`src/rtl/ffn_buffer_writer_pkg.sv`:
```
// ==== ffn_buffer_writer_pkg : shared sizing and state encoding (rev 1.0) ====
`default_nettype none

package ffn_buffer_writer_pkg;

  localparam int DEF_NUM_KERNELS = 2;
  localparam int DEF_KSEL_WIDTH  = 1;
  localparam int DEF_DATA_WIDTH  = 22;
  localparam int DEF_DEPTH       = 64;
  localparam int DEF_ADDR_WIDTH  = 6;

  typedef enum logic [1:0] {
    ST_IDLE = 2'd0,
    ST_FILL = 2'd1,
    ST_DONE = 2'd2
  } state_t;

endpackage

`default_nettype wire

```
`src/rtl/ffn_buffer_writer_if.sv`:
```
// ==== ffn_buffer_writer_if : result stream in, bank write port out (rev 1.0) ====
`default_nettype none

interface ffn_buffer_writer_if
  import ffn_buffer_writer_pkg::*;
#(
  parameter int NUM_KERNELS = DEF_NUM_KERNELS,
  parameter int KSEL_WIDTH  = DEF_KSEL_WIDTH,
  parameter int DATA_WIDTH  = DEF_DATA_WIDTH,
  parameter int ADDR_WIDTH  = DEF_ADDR_WIDTH
) ();

  logic                   frame_start;
  logic                   in_valid;
  logic                   in_ready;
  logic [KSEL_WIDTH-1:0]  in_kernel;
  logic [DATA_WIDTH-1:0]  in_data;
  logic [NUM_KERNELS-1:0] wr_en;
  logic [ADDR_WIDTH-1:0]  wr_addr;
  logic [DATA_WIDTH-1:0]  wr_data;
  logic [NUM_KERNELS-1:0] bank_full;
  logic                   frame_done;
  logic                   err_route;

  modport master (
    output frame_start, in_valid, in_kernel, in_data,
    input  in_ready, wr_en, wr_addr, wr_data, bank_full, frame_done, err_route
  );

  modport slave (
    input  frame_start, in_valid, in_kernel, in_data,
    output in_ready, wr_en, wr_addr, wr_data, bank_full, frame_done, err_route
  );

endinterface

`default_nettype wire

```
`src/rtl/ffn_buffer_writer_bank_fill_counter.sv`:
```
// ==== ffn_buffer_writer_bank_fill_counter : per-bank write address and full flag (rev 1.0) ====
`default_nettype none

module ffn_buffer_writer_bank_fill_counter
  import ffn_buffer_writer_pkg::*;
#(
  parameter int DEPTH      = DEF_DEPTH,
  parameter int ADDR_WIDTH = DEF_ADDR_WIDTH
) (
  input  wire                   clock,
  input  wire                   reset,
  input  wire                   clear,
  input  wire                   inc,
  output logic [ADDR_WIDTH-1:0] addr,
  output logic                  full,
  output logic                  fill_now
);

  localparam logic [ADDR_WIDTH:0] LAST = (ADDR_WIDTH + 1)'(DEPTH - 1);

  logic [ADDR_WIDTH:0] count;

  assign addr     = count[ADDR_WIDTH-1:0];
  // High while the current increment is the one that completes the bank.
  assign fill_now = inc && !full && (count == LAST);

  always_ff @(posedge clock) begin
    if (!reset) begin
      count <= '0;
      full  <= 1'b0;
    end else if (clear) begin
      count <= '0;
      full  <= 1'b0;
    end else if (inc && !full) begin
      count <= count + 1'b1;
      if (count == LAST) full <= 1'b1;
    end
  end

endmodule

`default_nettype wire

```
`src/rtl/ffn_buffer_writer.sv`:
```
// ==== ffn_buffer_writer : routes tagged kernel results into per-kernel buffer banks (rev 1.0) ====
`default_nettype none

module ffn_buffer_writer
  import ffn_buffer_writer_pkg::*;
#(
  parameter int NUM_KERNELS = DEF_NUM_KERNELS,
  parameter int KSEL_WIDTH  = DEF_KSEL_WIDTH,
  parameter int DATA_WIDTH  = DEF_DATA_WIDTH,
  parameter int DEPTH       = DEF_DEPTH,
  parameter int ADDR_WIDTH  = DEF_ADDR_WIDTH
) (
  input wire                  clock,
  input wire                  reset,
  ffn_buffer_writer_if.slave  bus
);

  state_t                 state;
  logic [NUM_KERNELS-1:0] full;
  logic [NUM_KERNELS-1:0] fill_now;
  logic [NUM_KERNELS-1:0] hit;
  logic [ADDR_WIDTH-1:0]  bank_addr [NUM_KERNELS];
  logic [ADDR_WIDTH-1:0]  sel_addr;
  logic                   accept;
  logic                   kernel_ok;
  logic                   write;
  logic                   all_full_next;

  logic [NUM_KERNELS-1:0] wr_en_r;
  logic [ADDR_WIDTH-1:0]  wr_addr_r;
  logic [DATA_WIDTH-1:0]  wr_data_r;
  logic                   frame_done_r;
  logic                   err_route_r;

  // Ready depends only on state and frame_start so a restart never races a beat.
  assign bus.in_ready = (state == ST_FILL) && !bus.frame_start;
  assign accept       = bus.in_valid && bus.in_ready;
  assign kernel_ok    = 32'(bus.in_kernel) < NUM_KERNELS;

  always_comb begin
    hit      = '0;
    sel_addr = '0;
    for (int i = 0; i < NUM_KERNELS; i++) begin
      if (accept && kernel_ok && (32'(bus.in_kernel) == i) && !full[i]) begin
        hit[i]   = 1'b1;
        sel_addr = bank_addr[i];
      end
    end
  end

  assign write         = |hit;
  assign all_full_next = &(full | fill_now);

  for (genvar g = 0; g < NUM_KERNELS; g++) begin : g_bank
    ffn_buffer_writer_bank_fill_counter #(
      .DEPTH      (DEPTH),
      .ADDR_WIDTH (ADDR_WIDTH)
    ) u_fill (
      .clock    (clock),
      .reset    (reset),
      .clear    (bus.frame_start),
      .inc      (hit[g]),
      .addr     (bank_addr[g]),
      .full     (full[g]),
      .fill_now (fill_now[g])
    );
  end

  always_ff @(posedge clock) begin
    if (!reset) begin
      state        <= ST_IDLE;
      wr_en_r      <= '0;
      wr_addr_r    <= '0;
      wr_data_r    <= '0;
      frame_done_r <= 1'b0;
      err_route_r  <= 1'b0;
    end else begin
      wr_en_r <= hit;
      if (write) begin
        wr_addr_r <= sel_addr;
        wr_data_r <= bus.in_data;
      end
      // Misrouted or excess beats are still consumed, only flagged.
      if (accept && !write) err_route_r <= 1'b1;

      case (state)
        ST_IDLE: begin
          if (bus.frame_start) state <= ST_FILL;
        end
        ST_FILL: begin
          if (bus.frame_start) begin
            state <= ST_FILL;
          end else if (write && all_full_next) begin
            state        <= ST_DONE;
            frame_done_r <= 1'b1;
          end
        end
        ST_DONE: begin
          if (bus.frame_start) begin
            state        <= ST_FILL;
            frame_done_r <= 1'b0;
          end
        end
        default: state <= ST_IDLE;
      endcase
    end
  end

  assign bus.wr_en      = wr_en_r;
  assign bus.wr_addr    = wr_addr_r;
  assign bus.wr_data    = wr_data_r;
  assign bus.bank_full  = full;
  assign bus.frame_done = frame_done_r;
  assign bus.err_route  = err_route_r;

endmodule

`default_nettype wire

```
`src/flat_wrapper.sv`:
```
// flat-port wrapper written by rule: the top's interface ports become plain ports
module ffn_buffer_writer_flat import ffn_buffer_writer_pkg::*;
#(
  parameter int NUM_KERNELS = DEF_NUM_KERNELS,
  parameter int KSEL_WIDTH  = DEF_KSEL_WIDTH,
  parameter int DATA_WIDTH  = DEF_DATA_WIDTH,
  parameter int DEPTH       = DEF_DEPTH,
  parameter int ADDR_WIDTH  = DEF_ADDR_WIDTH
)
  (clock, reset, bus_frame_start, bus_in_valid, bus_in_kernel, bus_in_data, bus_in_ready, bus_wr_en, bus_wr_addr, bus_wr_data, bus_bank_full, bus_frame_done, bus_err_route);
  ffn_buffer_writer_if #(.NUM_KERNELS(NUM_KERNELS), .KSEL_WIDTH(KSEL_WIDTH), .DATA_WIDTH(DATA_WIDTH), .ADDR_WIDTH(ADDR_WIDTH)) bus_i ();
  input wire clock;
  input wire reset;
  input wire logic [$bits(bus_i.frame_start)-1:0] bus_frame_start;
  input wire logic [$bits(bus_i.in_valid)-1:0] bus_in_valid;
  input wire logic [$bits(bus_i.in_kernel)-1:0] bus_in_kernel;
  input wire logic [$bits(bus_i.in_data)-1:0] bus_in_data;
  output wire logic [$bits(bus_i.in_ready)-1:0] bus_in_ready;
  output wire logic [$bits(bus_i.wr_en)-1:0] bus_wr_en;
  output wire logic [$bits(bus_i.wr_addr)-1:0] bus_wr_addr;
  output wire logic [$bits(bus_i.wr_data)-1:0] bus_wr_data;
  output wire logic [$bits(bus_i.bank_full)-1:0] bus_bank_full;
  output wire logic [$bits(bus_i.frame_done)-1:0] bus_frame_done;
  output wire logic [$bits(bus_i.err_route)-1:0] bus_err_route;
  assign bus_i.frame_start = bus_frame_start;
  assign bus_i.in_valid = bus_in_valid;
  assign bus_i.in_kernel = bus_in_kernel;
  assign bus_i.in_data = bus_in_data;
  assign bus_in_ready = bus_i.in_ready;
  assign bus_wr_en = bus_i.wr_en;
  assign bus_wr_addr = bus_i.wr_addr;
  assign bus_wr_data = bus_i.wr_data;
  assign bus_bank_full = bus_i.bank_full;
  assign bus_frame_done = bus_i.frame_done;
  assign bus_err_route = bus_i.err_route;
  ffn_buffer_writer #(.NUM_KERNELS(NUM_KERNELS), .KSEL_WIDTH(KSEL_WIDTH), .DATA_WIDTH(DATA_WIDTH), .DEPTH(DEPTH), .ADDR_WIDTH(ADDR_WIDTH)) u_core (.clock(clock), .reset(reset), .bus(bus_i));
endmodule
```
`config.mk`:
```
export PLATFORM = sky130hd
export DESIGN_NAME = ffn_buffer_writer_flat
export DESIGN_NICKNAME = d
export VERILOG_FILES = /design/src/rtl/ffn_buffer_writer_pkg.sv /design/src/rtl/ffn_buffer_writer_if.sv /design/src/rtl/ffn_buffer_writer_bank_fill_counter.sv /design/src/rtl/ffn_buffer_writer.sv /design/src/flat_wrapper.sv
export SDC_FILE = /design/constraint.sdc
export NUM_CORES = 1
export LEC_CHECK = 0
export CORE_ASPECT_RATIO = 0.7
export CORE_MARGIN = 10
export CORE_UTILIZATION = 29
export DETAILED_ROUTE_END_ITERATION = 8
export GPL_TIMING_DRIVEN = 0
export PLACE_DENSITY_LB_ADDON = 0.08
export SYNTH_ARGS = -nofsm -noshare
export SYNTH_HDL_FRONTEND = slang
export SYNTH_HIERARCHICAL = 1
export SYNTH_SLANG_ARGS = --single-unit
```
`constraint.sdc`:
```
create_clock -name clock -period 2.95 [get_ports clock]
set_clock_uncertainty 0.2 [all_clocks]
set_input_delay 0.59 -clock clock [delete_from_list [all_inputs] [get_ports clock]]
set_output_delay 0.59 -clock clock [all_outputs]
set_load 0.02 [all_outputs]
```
==> results.txt <==
I/O pin cnt: 62
Via Count: 2035
Leak: 1.08 nW
Avg Vias per Cell: 4.87
Share of the yosys chip area belonging to registers: 0.454
Crit path cell chain: clkdlybuf4s50_1 > nand4bb_1 > buf_6 > nor3b_4 > nand4b_1 > nor3_4 > o22ai_2 > or3_4 > a211oi_2
Asr flop ratio synth: 0
CTS tree: built
Fmax: 0.358 GHz
Clock slew at reported path FFs: 0.09 ns
Max VDD drop: 0.195 mV
Drc violations: 0
Type of the worst setup path: input port to register
CP required: 2.97 ns
Commonest non-fill, non-tap cell in the layout: clkdlybuf4s50_1
Status: finished clean
Post-synthesis instance area: 0.00221 mm^2
1st-iter DRT viols: 111
Antenna viol nets, final: 0
Crit-path max cell delay: 0.48 ns
PD cells: 386 mW/mm^2
Worst-Margin Slew: 0.588 ns
Kind of start point of the critical path: input port
CP Max Fanout: 6
Final setup viols: 0
Fin. Hold Viols: 0
Initial antenna violation count: 0
Placer Congestion: 0.768
Synth cell types: 44
# clock sinks: 50
Post-DP HPWL: 4780 um
Layout cells sized above 1: 0.150
Wire length of the first global-routing pass: 10700 um
Final cell utilization of the core: 0.424
Clock Path Buffers: 2
Layout area overhead: 41.3%
Largest net degree at the start of global routing: 16
Crit. End Element: register
Clock Tree Root: clkbuf_8
CP max-delay cell: clkdlybuf4s50_1
Average size of a mapped cell: 9.01 um^2
Slew Viols, Final: 0
Die W: 124 um
Die H: 93.0 um
WL/cell: 15.7 um
Cts hold-fix bufs: 0
Core ar.: 0.00735 mm^2
Footprint of the multi-input gates: 0.00108 mm^2
Post-synthesis cell count: 245
Synth Flop Type: dfxtp_1
Dpl ws: -0.970 ns
Core Rows: 26
Gr ovfl total: 0
Final setup margin: 0.160 ns
Post-synth EDFFs: 0
ANT cells: 0
Port bufs: 60
Seq. cell area: 0.00100 mm^2
Routed WL: 6560 um
Period minus WS final: 2.79 ns
Syn nets: 274
Synth Warn #: 6
Initial DRT Pass Iterations: 4
Most frequent cells in the layout: 59 x clkdlybuf4s50_1, 50 x dfxtp_1, 33 x a21oi_1, 28 x o21ai_0, 24 x nand3_1
# fillers: 776
Max-cap violations: 0
Yosys reg bits: 50
Initial core utilization: 0.300
Vias in the first global route: 1956
Gr usage total: 0.111
Layout Nets: 348
Worst skew pair latency: 0.30 ns
Tcrit/Tclk final: 0.946
Cts bufs inserted: 5
Worst slew margin: 0.607
Hold WC Path Type: register to register
Total die area: 0.0116 mm^2
Max H-tree Level: 2
Crit path DAT: 2.81 ns
[layer usage]
| layer | share of wire | wire length, um | vias to the layer above | track usage |
|---|---|---|---|---|
| li1 | - | - | 1023 | - |
| met2 | 0.41 | 2700 | 43 | 0.154 |
| met4 | 0.0035 | 23 | 0 | 0.0232 |
| met3 | 0.043 | 285 | 2 | 0.0293 |
| met1 | 0.54 | 3550 | 967 | 0.164 |
| met5 | 0 | 0 | - | 0 |
[report_power, final]
part / leakage, nW / switching, mW / total, mW / internal, mW
Combinational: 0.634 / 0.0577 / 0.121 / 0.0637
Sequential: 0.404 / 0.00539 / 0.690 / 0.684
Clock: 0.0452 / 0.226 / 0.394 / 0.168
Total: 1.08 / 0.289 / 1.20 / 0.916
[final cells by class]
class,count,area share
timing repair buffer,68,0.210
clock buffer,6,0.0233
sequential,50,0.321
multi-input combinational,165,0.346
buffer,25,0.0510
inverter,4,0.00482
clock inverter,2,0.00441
tap,98,0.0393
[worst paths after layout]
path | slack (ns) | depth (start not counted) | to | start
worst max-delay path | 0.16 | 9 | u_core/state[1] | bus_in_valid
worst min-delay path | 0.27 | 2 | u_core/bus.err_route | u_core/bus.err_route
worst max register to register | 0.49 | 8 | u_core/state[1] | u_core/state[1]
worst min register to register | 0.27 | 2 | u_core/bus.err_route | u_core/bus.err_route
[state kept, by name, summed over array words and instances, names as in the netlist]
name                        flops
u_core/bus.err_route            1
u_core/bus.wr_en                2
u_core/bus.wr_addr              6
u_core/bus.frame_done           1
u_core/bus.wr_data             22
u_core/g_bank.u_fill/full       2
u_core/g_bank.u_fill/count     14
u_core/state                    2
[cell usage after synthesis (2+ instances only)]
| cell | number | area share |
|---|---|---|
| nand4b_1 | 3 | 0.012 |
| ha_1 | 2 | 0.011 |
| o21ai_0 | 28 | 0.063 |
| xor2_1 | 2 | 0.0079 |
| mux2i_1 | 2 | 0.0091 |
| buf_2 | 5 | 0.011 |
| inv_1 | 3 | 0.0051 |
| a21oi_1 | 33 | 0.075 |
| and2b_2 | 2 | 0.0079 |
| nand3b_1 | 4 | 0.014 |
| o21a_1 | 6 | 0.020 |
| dfxtp_1 | 50 | 0.45 |
| nand2b_1 | 3 | 0.0085 |
| a221o_1 | 5 | 0.023 |
| nand3_1 | 24 | 0.054 |
| a31oi_1 | 2 | 0.0057 |
| nand2_1 | 9 | 0.015 |
| xnor2_1 | 2 | 0.0079 |
| clkbuf_1 | 7 | 0.012 |
| nor3_1 | 3 | 0.0068 |
| nor3b_1 | 2 | 0.0068 |
| or3_1 | 4 | 0.011 |
| nand4_1 | 2 | 0.0057 |
| nor2b_1 | 2 | 0.0057 |
| o211ai_1 | 2 | 0.0068 |
| buf_4 | 12 | 0.041 |
| or4_1 | 2 | 0.0068 |
| nor2_1 | 8 | 0.014 |
[repair_timing]
| action | in CTS | in global routing |
|---|---|---|
| pin swaps | 4 | 4 |
| setup endpoints to repair | 13 | 3 |
| gates resized for setup | 8 | 7 |
| endpoints found under the hold margin | 0 | 0 |
| buffers inserted | 3 | 5 |
[critical path, delay by kind of cell]
kind	cells	cell delay, ns
and+or+nand+nor	5	1.23
AOI/OAI and AO/OA	2	0.33
buffers and inverters	2	0.65
[per-stage QoR]
stage,setup TNS [ns],hold slack [ns],std cells,instance area [um^2],power (mW)
floorplan,0,0.270,245,2210,0.754
global placement,-6.07,0.262,403,2930,0.823
detailed placement,-6.41,0.258,403,2930,0.824
CTS,0,0.279,414,3070,1.22
global route,-0.00178,0.294,418,3120,1.27
finish,0,0.271,418,3120,1.20
[cells by family (layout without fill, tap and decap cells)]
logic type / Yosys count / in the layout / synth area share
multiplexers: 4 / 4 / 0.0261
XOR/XNOR: 4 / 4 / 0.0159
adder cells (fa/ha/maj): 2 / 2 / 0.0113
buffers and inverters: 30 / 105 / 0.0782
AO/OA/AOI/OAI: 80 / 80 / 0.210
flip-flops: 50 / 50 / 0.454
AND/OR/NAND/NOR: 75 / 75 / 0.205
Note: power is estimated with default switching activity, not from simulation.
